<file path="config.mk">
export PLATFORM = sky130hd
export DESIGN_NAME = vsi_op_arbiter
export DESIGN_NICKNAME = d
export VERILOG_FILES = /design/src/rtl/vsi_pkg.sv /design/src/rtl/vsi_rr_pick.sv /design/src/rtl/vsi_op_arbiter.sv
export SDC_FILE = /design/constraint.sdc
export NUM_CORES = 1
export LEC_CHECK = 0
export CORE_MARGIN = 1.5
export CORE_UTILIZATION = 36
export CTS_BUF_LIST = sky130_fd_sc_hd__clkbuf_4 sky130_fd_sc_hd__clkbuf_8 sky130_fd_sc_hd__clkbuf_16
export CTS_CLUSTER_SIZE = 24
export DETAILED_ROUTE_END_ITERATION = 12
export GPL_TIMING_DRIVEN = 0
export MAX_ROUTING_LAYER = met4
export PLACE_DENSITY = 0.84
export SLEW_MARGIN = 40
export SYNTH_ARGS = -nofsm -noshare
export SYNTH_HDL_FRONTEND = slang
export SYNTH_SLANG_ARGS = --single-unit
</file>
<file path="constraint.sdc">
create_clock -name vsi_clk -period 2 [get_ports vsi_clk]
set_input_delay 0.4 -clock vsi_clk [delete_from_list [all_inputs] [get_ports vsi_clk]]
set_output_delay 0.4 -clock vsi_clk [all_outputs]
set_load 0.01 [all_outputs]
</file>
<file path="src/rtl/vsi_pkg.sv">
`default_nettype none
// ============================================================================
// Module   : vsi_pkg
// Purpose  : Shared state encoding and widths for the vector op arbiter.
// Revision : 1.0
// ============================================================================
package vsi_pkg;

  localparam logic [1:0] S_ARB        = 2'd0;
  localparam logic [1:0] S_ISSUE      = 2'd1;
  localparam logic [1:0] S_WAIT_START = 2'd2;
  localparam logic [1:0] S_WAIT_DONE  = 2'd3;

  localparam int VSI_OP_W   = 32;
  localparam int VSI_PERF_W = 16;

endpackage
`default_nettype wire

</file>
<file path="src/rtl/vsi_rr_pick.sv">
`default_nettype none
// ============================================================================
// Module   : vsi_rr_pick
// Purpose  : Combinational round-robin picker (first request at/after pointer).
// Revision : 1.0
// ============================================================================
module vsi_rr_pick #(
  parameter int N_REQ = 2,
  parameter int IDX_W = (N_REQ > 1) ? $clog2(N_REQ) : 1
) (
  input  logic [N_REQ-1:0] i_req,
  input  logic [IDX_W-1:0] i_rr_ptr,
  output logic [N_REQ-1:0] o_gnt_oh,
  output logic [IDX_W-1:0] o_gnt_idx,
  output logic             o_gnt_any
);

  localparam int c_PW = IDX_W + 1;

  // Position is reduced modulo N_REQ so non-power-of-two sizes never alias.
  always_comb begin
    logic [c_PW-1:0] v_pos;
    v_pos     = '0;
    o_gnt_oh  = '0;
    o_gnt_idx = '0;
    o_gnt_any = 1'b0;
    for (int k = 0; k < N_REQ; k++) begin
      v_pos = {1'b0, i_rr_ptr} + c_PW'(k);
      if (v_pos >= c_PW'(N_REQ)) begin
        v_pos = v_pos - c_PW'(N_REQ);
      end
      for (int i = 0; i < N_REQ; i++) begin
        if (!o_gnt_any && i_req[i] && (v_pos == c_PW'(i))) begin
          o_gnt_oh[i] = 1'b1;
          o_gnt_idx   = IDX_W'(i);
          o_gnt_any   = 1'b1;
        end
      end
    end
  end

endmodule
`default_nettype wire

</file>
<file path="src/rtl/vsi_op_arbiter.sv">
`default_nettype none
// ============================================================================
// Module   : vsi_op_arbiter
// Purpose  : Round-robin sharing of the vector coprocessor, one op in flight.
//            Define VSI_ARB_PERF_EN to add grant/stall performance counters.
// Revision : 1.0
// ============================================================================
module vsi_op_arbiter
  import vsi_pkg::*;
#(
  parameter int N_REQ = 2,
  parameter int OP_W  = VSI_OP_W,
  parameter int IDX_W = (N_REQ > 1) ? $clog2(N_REQ) : 1
) (
  input  logic                  vsi_clk,
  input  logic                  vsi_rst_n,
  input  logic [N_REQ-1:0]      req_valid,
  output logic [N_REQ-1:0]      req_ready,
  input  logic [N_REQ*OP_W-1:0] req_op,
  input  logic [N_REQ-1:0]      req_lmul,
  input  logic [N_REQ-1:0]      req_sew,
  output logic [N_REQ-1:0]      req_done,
  output logic                  vsi_op_valid,
  input  logic                  vsi_op_ready,
  output logic [OP_W-1:0]       vsi_op,
  output logic                  vsi_lmul,
  output logic                  vsi_sew,
  input  logic                  vsi_cop_idle,
  output logic                  arb_busy,
  output logic [IDX_W-1:0]      arb_owner
`ifdef VSI_ARB_PERF_EN
  ,
  output logic [N_REQ*VSI_PERF_W-1:0] perf_grants,
  output logic [VSI_PERF_W-1:0]       perf_stall
`endif
);

  logic [1:0]       r_state;
  logic [IDX_W-1:0] r_rr_ptr;
  logic [IDX_W-1:0] r_owner;
  logic [OP_W-1:0]  r_op;
  logic             r_lmul;
  logic             r_sew;

  logic [N_REQ-1:0] w_pick_oh;
  logic [IDX_W-1:0] w_pick_idx;
  logic             w_pick_any;
  logic             w_accept;
  logic [IDX_W-1:0] w_ptr_next;
  logic [OP_W-1:0]  w_sel_op;
  logic             w_sel_lmul;
  logic             w_sel_sew;

  vsi_rr_pick #(
    .N_REQ (N_REQ),
    .IDX_W (IDX_W)
  ) u_pick (
    .i_req     (req_valid),
    .i_rr_ptr  (r_rr_ptr),
    .o_gnt_oh  (w_pick_oh),
    .o_gnt_idx (w_pick_idx),
    .o_gnt_any (w_pick_any)
  );

  assign w_accept   = (r_state == S_ARB) && w_pick_any;
  assign w_ptr_next = (w_pick_idx == IDX_W'(N_REQ - 1)) ? '0 : w_pick_idx + IDX_W'(1);

  always_comb begin
    w_sel_op   = '0;
    w_sel_lmul = 1'b0;
    w_sel_sew  = 1'b0;
    for (int i = 0; i < N_REQ; i++) begin
      if (w_pick_oh[i]) begin
        w_sel_op   = req_op[i*OP_W +: OP_W];
        w_sel_lmul = req_lmul[i];
        w_sel_sew  = req_sew[i];
      end
    end
  end

  always_ff @(posedge vsi_clk or negedge vsi_rst_n) begin
    if (!vsi_rst_n) begin
      r_state  <= S_ARB;
      r_rr_ptr <= '0;
      r_owner  <= '0;
      r_op     <= '0;
      r_lmul   <= 1'b0;
      r_sew    <= 1'b0;
    end else begin
      case (r_state)
        S_ARB: begin
          if (w_pick_any) begin
            r_op     <= w_sel_op;
            r_lmul   <= w_sel_lmul;
            r_sew    <= w_sel_sew;
            r_owner  <= w_pick_idx;
            r_rr_ptr <= w_ptr_next;
            r_state  <= S_ISSUE;
          end
        end
        S_ISSUE:      if (vsi_op_ready)  r_state <= S_WAIT_START;
        S_WAIT_START: if (!vsi_cop_idle) r_state <= S_WAIT_DONE;
        S_WAIT_DONE:  if (vsi_cop_idle)  r_state <= S_ARB;
        default:                         r_state <= S_ARB;
      endcase
    end
  end

  assign req_ready    = (r_state == S_ARB) ? w_pick_oh : '0;
  assign vsi_op_valid = (r_state == S_ISSUE);
  assign vsi_op       = r_op;
  assign vsi_lmul     = r_lmul;
  assign vsi_sew      = r_sew;
  assign arb_busy     = (r_state != S_ARB);
  assign arb_owner    = r_owner;

  // Completion: the coprocessor has been seen busy and is idle again.
  always_comb begin
    req_done = '0;
    for (int i = 0; i < N_REQ; i++) begin
      req_done[i] = (r_state == S_WAIT_DONE) && vsi_cop_idle && (r_owner == IDX_W'(i));
    end
  end

`ifdef VSI_ARB_PERF_EN
  for (genvar gi = 0; gi < N_REQ; gi++) begin : g_perf_grant
    logic [VSI_PERF_W-1:0] r_cnt;
    always_ff @(posedge vsi_clk or negedge vsi_rst_n) begin
      if (!vsi_rst_n) begin
        r_cnt <= '0;
      end else if (w_accept && w_pick_oh[gi] && (r_cnt != '1)) begin
        r_cnt <= r_cnt + VSI_PERF_W'(1);
      end
    end
    assign perf_grants[gi*VSI_PERF_W +: VSI_PERF_W] = r_cnt;
  end

  logic [VSI_PERF_W-1:0] r_stall;
  always_ff @(posedge vsi_clk or negedge vsi_rst_n) begin
    if (!vsi_rst_n) begin
      r_stall <= '0;
    end else if ((r_state == S_ISSUE) && !vsi_op_ready && (r_stall != '1)) begin
      r_stall <= r_stall + VSI_PERF_W'(1);
    end
  end
  assign perf_stall = r_stall;
`endif

endmodule
`default_nettype wire
</file>
==> impl_metrics.ini, run 1 <==
[route]
drt_iter0_drc = 93
firstDrtPassIters = 4
routed_wl_um = 5300
drcViolationCount = 0
drtAntennaViolNets = 0
dr_total_vias = 1750
wl_per_cell_um = 15.6
via_per_inst = 5.15

[die]
rows = 25
coreArea_mm2 = 0.00475
dieWidth_um = 73.6
die-area_mm2 = 0.00542
die_h_um = 73.6
initial_core_util = 0.378
pin_count = 115

[timing]
setup_viol = 0
rsz0062_at_grt = false
tightest_slew_ps = 477
tns_ps = 0
finalHoldViolations = 0
slew_violations = 0
fin_crit_sh = 0.961
fmax_mhz = 520
min_period_ps = 1920
max-slew-margin-rel = 0.682
final.setup_skew_ps = 3.67

[cells_and_area]
n_antenna_cell = 0
final_nets = 352
syn_to_final_growth_pct = 76.5
drive_gt1_frac = 0.147

[power]
power_mw = 4.19
peakVddDrop_mv = 0.610
p_leak_nw = 1.48
powerDensity_mw_per_mm2 = 1320

[clock_tree]
cts_buffer_depth = 2
cts_tree = done
htreeDepth = 2
clockRootBuffer = clkbuf_8
clk_latency_ps = 280
clk_pin_slew_ps = 70
cts_made_buffers = 5
clock-sinks = 38
cts_hold_buf = 0

[critical_path]
reg2reg_depth = 6
critPathKind = flip-flop to output port
path_max_fanout = 6
r2r_end = r_state[1]
arrival_ps = 1520
worstSetupStartpointType = flip-flop
r2r_slack_ps = 110
rr_startpoint = r_state[0]
worst_setup_path_end_kind = output port
worstPathRequired_ps = 1600

[logic_synthesis]
synthAdderAreaFrac = 0.0279
synthTopCellsByArea = dfrtp_1 (53%), a221o_1 (19%), and3_1 (10%), ha_1 (2.8%), buf_6 (2.5%)
async_flop_share = 1.00
yosysSeqAreaShare = 0.529
synth_simple_gate_area_frac = 0.157
yosysMostFrequentCell = dfrtp_1
synth-compound-area-share = 0.226
synth_mux_area_frac = 0.00627
yosys_warnings = 0
synth_nets = 223
synth_xor_area_frac = 0
synth-main-ff-cell = dfrtp_1
syn_avg_cell_area_um2 = 12.4
synth_top_area_frac = 0.529
ys_ff_latch = 38
synth_top_family_by_area = compound AO/OA/AOI/OAI gates
ys_types = 22
netlist_top_cells_count = dfrtp_1 (38), a221o_1 (34), and3_1 (30)
syn_area_mm2 = 0.00180
synth_edf_count = 0
synthCells = 145
synth_area_leader_cell = dfrtp_1

[global_route]
antenna_found_initial = 0
grt.overflow.total = 0
grt_pass1_wl_um = 8250
first_global_vias = 1653
grt_max_degree = 39
grt.total_usage = 0.206

[run]
maxCapViolCount = 0

[place]
gp_congestion = 0.761
numPortBuffers = 114
dpl.hpwl_um = 3840

[hold_path]
min_path_type = input pin to async pin

[status]
status = complete, no violations
-- critical path, cell delays in order, from the launching register on --
cell and delay [ps]:
dfrtp_1 420, inv_2 100, ha_4 170, nand2_2 70, a21oi_4 130, buf_6 130, clkdlybuf4s15_2 220
-- final cells by class --
type	instances	area, µm²
Sequential cell	38	951
Clock buffer	6	82.6
Tap cell	67	83.8
Fill cell	392	1580
Timing Repair Buffer	125	1210
Buffer	10	62.6
Inverter	4	15.0
Multi-Input combinational cell	90	766
-- cells in the final DEF, fill, tap and decap left out, types with 5 or more instances in the layout --
cell | netlist | layout
and3_1 | 30 | 30
dlygate4sd2_1 | 0 | 5
clkdlybuf4s50_1 | 0 | 106
clkbuf_1 | 6 | 5
a221o_1 | 34 | 34
dfrtp_1 | 38 | 38
buf_4 | 0 | 12
clkbuf_8 | 0 | 6
and3_2 | 5 | 5
-- per-layer routing --
metal | routed length [µm] | global-route usage | vias up | part of all wire
li1 | - | - | 833 | -
met1 | 2260 | 0.274 | 826 | 0.43
met2 | 2630 | 0.323 | 82 | 0.50
met3 | 344 | 0.0425 | 9 | 0.065
met4 | 65 | 0.0494 | 0 | 0.012
met5 | 0 | - | - | 0
-- what timing repair did --
item	4_1_cts	5_1_grt
hold endpoints to repair	0	0
setup buffers	5	6
endpoints found under the setup margin	5	2
resized for setup	18	2
pin swaps	1	1
-- worst max-delay path by stage --
stage,slack (ps),cells after the start,endpoint,startpoint
2_1_floorplan,360,6,req_ready[0],r_state[0]
3_3_place_gp,-600,5,req_ready[0],req_valid[1]
3_5_place_dp,-610,5,req_ready[0],req_valid[1]
4_1_cts,-20,6,req_ready[1],r_state[1]
5_1_grt,8,6,req_ready[1],r_state[1]
6_report,80,6,req_ready[1],r_state[1]
-- flip-flops by register name, summed over array words and instances (netlist names) --
| register | cells |
|---|---|
| r_state | 2 |
| r_rr_ptr | 1 |
| vsi_op | 32 |
| vsi_sew | 1 |
| vsi_lmul | 1 |
| arb_owner | 1 |
-- kinds of logic after synthesis --
logic type | count (synthesis)
compound gates | 40
fa+ha+maj | 4
buf+inv | 17
flops | 38
mux | 1
simple gates | 45
-- per-stage QoR --
step	cells	hold WS [ps]	setup WS [ps]	util	area [µm²]
2_1_floorplan	145	104	360	-	1800
3_3_place_gp	326	490	-602	0.636	3020
3_5_place_dp	326	400	-608	0.635	3020
4_1_cts	335	82.0	-18.1	0.659	3130
5_1_grt	340	118	7.65	0.667	3170
6_report	340	72.7	77.7	0.667	3170
-- power breakdown --
| part | internal [mW] | switching, mW | total, mW |
|---|---|---|---|
| sequential | 1.15 | 0.224 | 1.37 |
| combinational | 1.40 | 0.905 | 2.30 |
| clock | 0.266 | 0.249 | 0.514 |
| total | 2.81 | 1.38 | 4.19 |
Note: power is estimated with default switching activity, not from simulation.
==> run 2, diff against run 1 <==
PLACE_DENSITY = 0.88   (was 0.84)
==> run 2 against run 1 <==
Against the previous run: sequential cell count is the same; combinational power shrank 2%; largest cell class unchanged; setup slack gained 3.9 ps; clock power grew 54%; via count is the same; critical endpoint is now vsi_op_valid; highest routed layer unchanged.
==> impl_metrics.ini, run 2 (synthesis gave the netlist of run 1 again) <==
[clock_tree]
clk_pin_slew_ps = 90
htreeDepth = 2
cts_hold_buf = 0
cts_made_buffers = 5
clock-sinks = 38
clk_latency_ps = 300
clockRootBuffer = clkbuf_8
cts_buffer_depth = 2
cts_tree = done

[run]
maxCapViolCount = 0

[route]
wl_per_cell_um = 15.4
drcViolationCount = 0
via_per_inst = 5.19
drt_iter0_drc = 79
drtAntennaViolNets = 0
routed_wl_um = 5180
dr_total_vias = 1750
firstDrtPassIters = 4

[power]
p_clk_frac = 0.180
p_int_mw = 3.00
powerDensity_mw_per_mm2 = 1380
p_leak_nw = 1.48
power_frac_seq = 0.309
peakVddDrop_mv = 0.770
sw_frac_of_total = 0.319
power_mw = 4.41
combPwrFrac = 0.511
switchingPower_mw = 1.41

[critical_path]
worstPathRequired_ps = 1600
path_max_fanout = 3
crit_family = buffers and inverters
rr_startpoint = r_state[0]
slowest_delay_ps = 480
arrival_ps = 1520
worst_setup_path_end_kind = output port
reg2reg_depth = 5
cp_cell_sequence = buf_4, ha_1, clkdlybuf4s50_1
r2r_slack_ps = 190
r2r_end = r_state[1]
critPathKind = flip-flop to output port
cp_num_buf_inv = 2
cpMaxStageDelayCell = clkdlybuf4s50_1
worstSetupStartpointType = flip-flop

[global_route]
grt.overflow.total = 0
grt_max_degree = 39
first_global_vias = 1788
grt_pass1_wl_um = 8240
antenna_found_initial = 0
grt.total_usage = 0.205

[hold_path]
min_path_type = input pin to async pin

[cells_and_area]
final_nets = 347
syn_to_final_growth_pct = 77.4
mostFrequentLayoutCell = clkdlybuf4s50_1
drive_gt1_frac = 0.133
fin_util = 0.671
n_antenna_cell = 0
fin_cells = 337
largest_reg_flops = 32
mostFrequentLayoutCells = clkdlybuf4s50_1 (106), dfrtp_1 (38), a221o_1 (34), and3_1 (30), buf_4 (6)
fillers = 373

[timing]
finalHoldViolations = 0
min_period_ps = 1920
max-slew-margin-rel = 0.680
rsz0062_at_grt = false
fmax_mhz = 521
final.setup_skew_ps = 9.80
slew_violations = 0
fin_crit_sh = 0.959
setup_viol = 0
tightest_slew_ps = 480

[die]
dieWidth_um = 73.6
rows = 25
initial_core_util = 0.378
die-area_mm2 = 0.00542
pin_count = 115
coreArea_mm2 = 0.00475
die_h_um = 73.6

[place]
dp.cells = 326
numPortBuffers = 114
gp_congestion = 0.783
dpl.hpwl_um = 3680

[status]
status = complete, no violations
-- run 2: cell count changes in the layout (fill, tap and decap cells not counted), sizes merged --
cell	previous run	this run
buf	18	13
clkinv	0	1
bufinv	0	2
dlygate4sd2	5	4
clkdlybuf4s15	1	0
dlymetal6s2s	0	1
-- run 2: per-stage QoR --
step	setup slack, ps	area [µm²]	hold slack [ps]	TNS, ps
2_1_floorplan	360	1800	104	0
3_3_place_gp	-609	3020	491	-15470
3_5_place_dp	-605	3020	396	-2090
4_1_cts	11.5	3200	68.3	0
5_1_grt	27.6	3190	102	0
6_report	81.6	3190	49.1	0
-- run 2: how the worst max path moves through the flow --
stage,cells after the start,endpoint,startpoint,slack (ps)
after global placement,5,req_ready[0],req_valid[1],-610
after global routing,6,req_ready[0],r_state[0],30
after CTS,7,req_ready[0],r_state[1],10
final,3,vsi_op_valid,r_state[0],80
after floorplan,6,req_ready[0],r_state[0],360
after detailed placement,5,req_ready[0],req_valid[1],-610
-- run 2: area by class of cell --
| type | instances | area, µm² | share of cell area |
|---|---|---|---|
| repair buffers | 119 | 1160 | 0.365 |
| flip-flops and latches | 38 | 951 | 0.298 |
| multi-input cells | 90 | 763 | 0.239 |
| well taps | 67 | 83.8 | 0.0263 |
| plain buffers | 11 | 73.8 | 0.0232 |
| clock buffers | 5 | 68.8 | 0.0216 |
| clock inverters | 3 | 68.8 | 0.0216 |
| inverters | 4 | 15.0 | 0.00471 |
-- run 2: per-layer routing --
layer  GRT usage  wire length, µm  vias up
li1            -                -      822
met1       0.242             2130      850
met2       0.348             2630       73
met3      0.0508              375        5
met4      0.0576               42        0
met5           -                0        -
-- run 2: timing repair --
item	in CTS	in global routing
resized for setup	16	3
setup endpoints to repair	5	3
buffers inserted	5	0
pin swaps	1	0
-- run 2: power by group through the flow --
stage | clock [mW] | sequential (mW) | combinational (mW)
4_1_cts | 0.804 | 1.36 | 2.30
3_5_place_dp | 0 | 1.37 | 2.20
6_report | 0.792 | 1.36 | 2.26
3_3_place_gp | 0 | 1.37 | 2.16
2_1_floorplan | 0 | 1.51 | 0.930
5_1_grt | 0.832 | 1.40 | 2.46
==> variant 1: new RTL, settings of run 1 <==
The option `VSI_ARB_PERF_EN` is turned on by a define.
--- a/src/rtl/vsi_op_arbiter.sv
+++ b/src/rtl/vsi_op_arbiter.sv
@@ -5,6 +5,8 @@
 //            Define VSI_ARB_PERF_EN to add grant/stall performance counters.
 // Revision : 1.0
 // ============================================================================
+`define VSI_ARB_PERF_EN
+
 module vsi_op_arbiter
   import vsi_pkg::*;
 #(
Behaviour (old outputs only; new: perf_grants and perf_stall): unchanged (Yosys induction, for registers that start in step).
==> variant 1 against run 1 <==
The flow now finishes with violations (negative setup slack). Highest routed layer unchanged. Setup slack worse by 0.11 ns. Register-to-register slack worse by 0.03 ns. Wire length is 130% higher. Sequential cell count is 48 higher. Die area is 120% higher. Total power is 68% higher. Area after synthesis is 120% higher. Design area is 97% higher. Sequential share of layout area is 4.5 points higher.
==> variant 1: results (changes against run 1) <==
Status = finished with violations (was complete, no violations)
Failing checks = negative setup slack
CP top delay family = flip-flops (was buffers and inverters)
Filler instances = 931 (was 392)
Least-Margin Pin Slew = 0.7559 ns (was 0.4770 ns)
Reg-to-Reg Start = g_perf_grant[0].r_cnt[0]$_DFFE_PN0P_ (was r_state[0]$_DFFE_PN0P_)
Setup Buffers After CTS = 6 (was 5)
Final clock-cell share = 0.03106 (was 0.02604)
Logic power comb = 3100 uW (was 2300 uW)
Vias = 3800 (was 1750)
Routed Wire Length = 11.99 mm (was 5.297 mm)
Final setup vio count = 1 (was 0)
TritonCTS Buffers = 9 (was 5)
Clock Skew = 0.01041 ns (was 0.003668 ns)
Pwr dens = 1128 nW/um^2 (was 1320 nW/um^2)
DP Wirelength = 8.568 mm (was 3.841 mm)
Global-route wire length before repair = 18.69 mm (was 8.252 mm)
DRT iter0 DRCs = 317 (was 93)
Placed instance count = 666 (was 326)
GRT Overall Usage = 0.2112 (was 0.2062)
Peak VDD IR = 653.6 uV (was 609.7 uV)
Hold Slack = 0.4976 ns (was 0.07274 ns)
Complex-gate fraction of the synthesized area = 0.1315 (was 0.2256)
Buffer share of cell area = 0.2891 (was 0.4016)
Post-CTS Hold Buffers = 1 (was 0)
Reg2reg path depth = 5 (was 6)
Placed Instance Area = 5832 sq um (was 3019 sq um)
Layout Cells excl Fill = 693 (was 340)
Critical-path maximum fanout = 5 (was 6)
Fin worst setup slack = -0.03051 ns (was 0.07769 ns)
[variant 1: worst max-delay path by stage]
stage / slack [ns] / cells past startpoint / end
detailed placement: -0.94 / 6 / req_ready[0]
finish: -0.03 / 7 / req_ready[0]
global placement: -2.57 / 1 / vsi_op[18]$_DFFE_PN0N_
floorplan: 0.12 / 10 / vsi_op[10]$_DFFE_PN0N_
CTS: -0.12 / 8 / req_ready[0]
global route: -0.11 / 7 / req_ready[0]
[variant 1: layer usage]
layer  wire, um  vias up  global-route usage  share of wire
met1       4934     1884              0.2633           0.41
met5          0        -                   -              0
met2       6140      171              0.3392           0.51
met4        214        0             0.08929          0.018
met3        701       16             0.03496          0.058
li1           -     1729                   -              -
[variant 1: logic make-up (layout without fill, tap and decap cells)]
logic type / Yosys count / count (layout)
buf+inv: 58 / 248
compound gates: 63 / 63
mux: 7 / 7
fa+ha+maj: 7 / 7
xor+xnor: 32 / 32
simple gates: 110 / 110
flops: 86 / 86
==> variant 2: new RTL, config.mk and constraints of run 1 <==
Without the edit above. `N_REQ` is set to 2 in 2 places; all go to 1.
--- a/src/rtl/vsi_rr_pick.sv
+++ b/src/rtl/vsi_rr_pick.sv
@@ -5,7 +5,7 @@
 // Revision : 1.0
 // ============================================================================
 module vsi_rr_pick #(
-  parameter int N_REQ = 2,
+  parameter int N_REQ = 1,
   parameter int IDX_W = (N_REQ > 1) ? $clog2(N_REQ) : 1
 ) (
   input  logic [N_REQ-1:0] i_req,
--- a/src/rtl/vsi_op_arbiter.sv
+++ b/src/rtl/vsi_op_arbiter.sv
@@ -8,7 +8,7 @@
 module vsi_op_arbiter
   import vsi_pkg::*;
 #(
-  parameter int N_REQ = 2,
+  parameter int N_REQ = 1,
   parameter int OP_W  = VSI_OP_W,
   parameter int IDX_W = (N_REQ > 1) ? $clog2(N_REQ) : 1
 ) (
Ports: changed (6 resized); port bits go from 115 to 78. The function was not compared with the original's and may differ.
==> variant 2 against run 1 <==
Clock skew grew 0.0035 ns. Utilization shrank 4.9 points. Largest power group unchanged. Sequential cell count shrank 2. Setup slack lost 0.0073 ns. Wire length shrank 39%. Design area shrank 23%. Critical path type unchanged. Total power shrank 10%. Area after synthesis shrank 18%.
==> variant 2: results (changes against run 1) <==
Crit path capture = arb_busy (was req_ready[1])
Seq/Total Area, Yosys = 0.6097 (was 0.5292)
# H-tree levels = 2 (unchanged)
Number of global-route vias before repair = 1118 (was 1653)
DRT iter0 DRCs = 14 (was 93)
Top post-synthesis cells by area = dfrtp_1, mux2_2, ha_1 (was dfrtp_1, a221o_1, and3_1)
Vias/cell = 4.557 (was 5.147)
Nets = 221 (was 352)
Initial antenna violation count = 0 (unchanged)
Largest net degree at the start of global routing = 20 (was 39)
Yosys warning count = 0 (unchanged)
Critical-path maximum fanout = 4 (was 6)
LEAKAGE = 0.001074 uW (was 0.001479 uW)
GP Congestion = 0.7015 (was 0.7607)
Top_reg_cell synth = dfrtp_1 (unchanged)
Routed Wire Length = 3.221 mm (was 5.297 mm)
Top post-synthesis cells by count = dfrtp_1, mux2_2, ha_1, inv_1, buf_2 (was dfrtp_1, a221o_1, and3_1)
Peak VDD IR = 743.1 uV (was 609.7 uV)
Share of layout cells above drive strength 1 = 0.3371 (was 0.1465)
Clock Skew = 0.007159 ns (was 0.003668 ns)
Place WS = -0.2755 ns (was -0.6078 ns)
Drt pass-1 iters = 3 (was 4)
Min cycle time layout = 1.930 ns (was 1.922 ns)
Mapped Cells = 92 (was 145)
GRT Overall Usage = 0.1656 (was 0.2062)
RR Endpoint = vsi_op[27]$_DFFE_PN0P_ (was r_state[1]$_DFFE_PN0P_)
PortBufs = 76 (was 114)
Post-synthesis cell type count = 16 (was 22)
Layout Cells excl Fill = 228 (was 340)
Status = complete, no violations (unchanged)
Reg2reg setup slack = 0.25 ns (was 0.11 ns)
DP Wirelength = 2.526 mm (was 3.841 mm)
==> variant 2: cell types whose count changed in the layout (fill, tap and decap cells not counted), sizes merged, moves of 2 or more <==
cell           change
mux2              +34
a21o               -2
clkbuf             -4
buf               -10
a221o             -34
dlygate4sd2        -3
clkdlybuf4s50     -34
and3              -35
nand2              -2
dfrtp              -2
==> variant 2: final cells by class <==
class	instances	area, sq um
repair buffers	80	805.8
plain buffers	3	17.52
fillers	295	1516
clock buffers	7	96.34
multi-input cells	48	556.8
flip-flops and latches	36	900.9
well taps	50	62.56
inverters	4	15.01
==> variant 2: metrics by stage <==
stage	util	hold WS, ns	TNS, ns	power, uW	instance area (sq um)
final	0.6181	0.06249	0	3758	2455
after global routing	0.6181	0.08125	0	3996	2455
after CTS	0.6137	0.06743	0	3783	2437
after detailed placement	0.5851	0.3635	-0.3324	3193	2323
after global placement	0.5794	0.4866	-4.975	3090	2301
after floorplan	-	0.1044	0	2172	1478
==> variant 2: repair_timing <==
action	4_1_cts	5_1_grt
gates resized for setup	7	1
hold buffers	0	0
buffers inserted	1	2
pin swaps	1	0
endpoints found under the setup margin	3	1
==> variant 2: cell families after synthesis <==
group / Yosys count / share of synthesized area
other: 1 / 0.002538
and+or+nand+nor: 6 / 0.03303
DFF: 36 / 0.6097
adders and majority gates: 4 / 0.03387
buffers and inverters: 8 / 0.02540
muxes: 35 / 0.2693
AOI/OAI and AO/OA: 2 / 0.02625
==> variant 2: per-layer routing <==
metal | wire length [um] | global-route usage
met5 | 0 | -
met4 | 42 | 0.07653
met3 | 125 | 0.02534
met2 | 1811 | 0.3131
met1 | 1242 | 0.1641
==> variant 2: worst max-delay path, stage by stage (launching register included) <==
cell	delay, ns
dfrtp_1	0.41
inv_2	0.08
ha_4	0.18
inv_1	0.05
clkdlybuf4s50_1	0.53
==> variant 2: where the power goes <==
| group | internal (uW) | switching [uW] | leakage, uW | total, uW |
|---|---|---|---|---|
| clock | 306 | 227 | 0.0000503 | 533 |
| sequential | 1110 | 199 | 0.000426 | 1310 |
| combinational | 1240 | 677 | 0.000598 | 1920 |
==> variant 2: how the worst min path moves through the flow <==
stage,start,end,slack (ns)
after CTS,vsi_rst_n,vsi_op[6]$_DFFE_PN0P_,0.07
after global placement,vsi_op[9]$_DFFE_PN0P_,vsi_op[9]$_DFFE_PN0P_,0.49
after floorplan,vsi_rst_n,r_state[0]$_DFFE_PN0P_,0.10
final,vsi_rst_n,vsi_op[6]$_DFFE_PN0P_,0.06
after detailed placement,vsi_rst_n,vsi_op[6]$_DFFE_PN0P_,0.36
after global routing,vsi_rst_n,vsi_op[30]$_DFFE_PN0P_,0.08
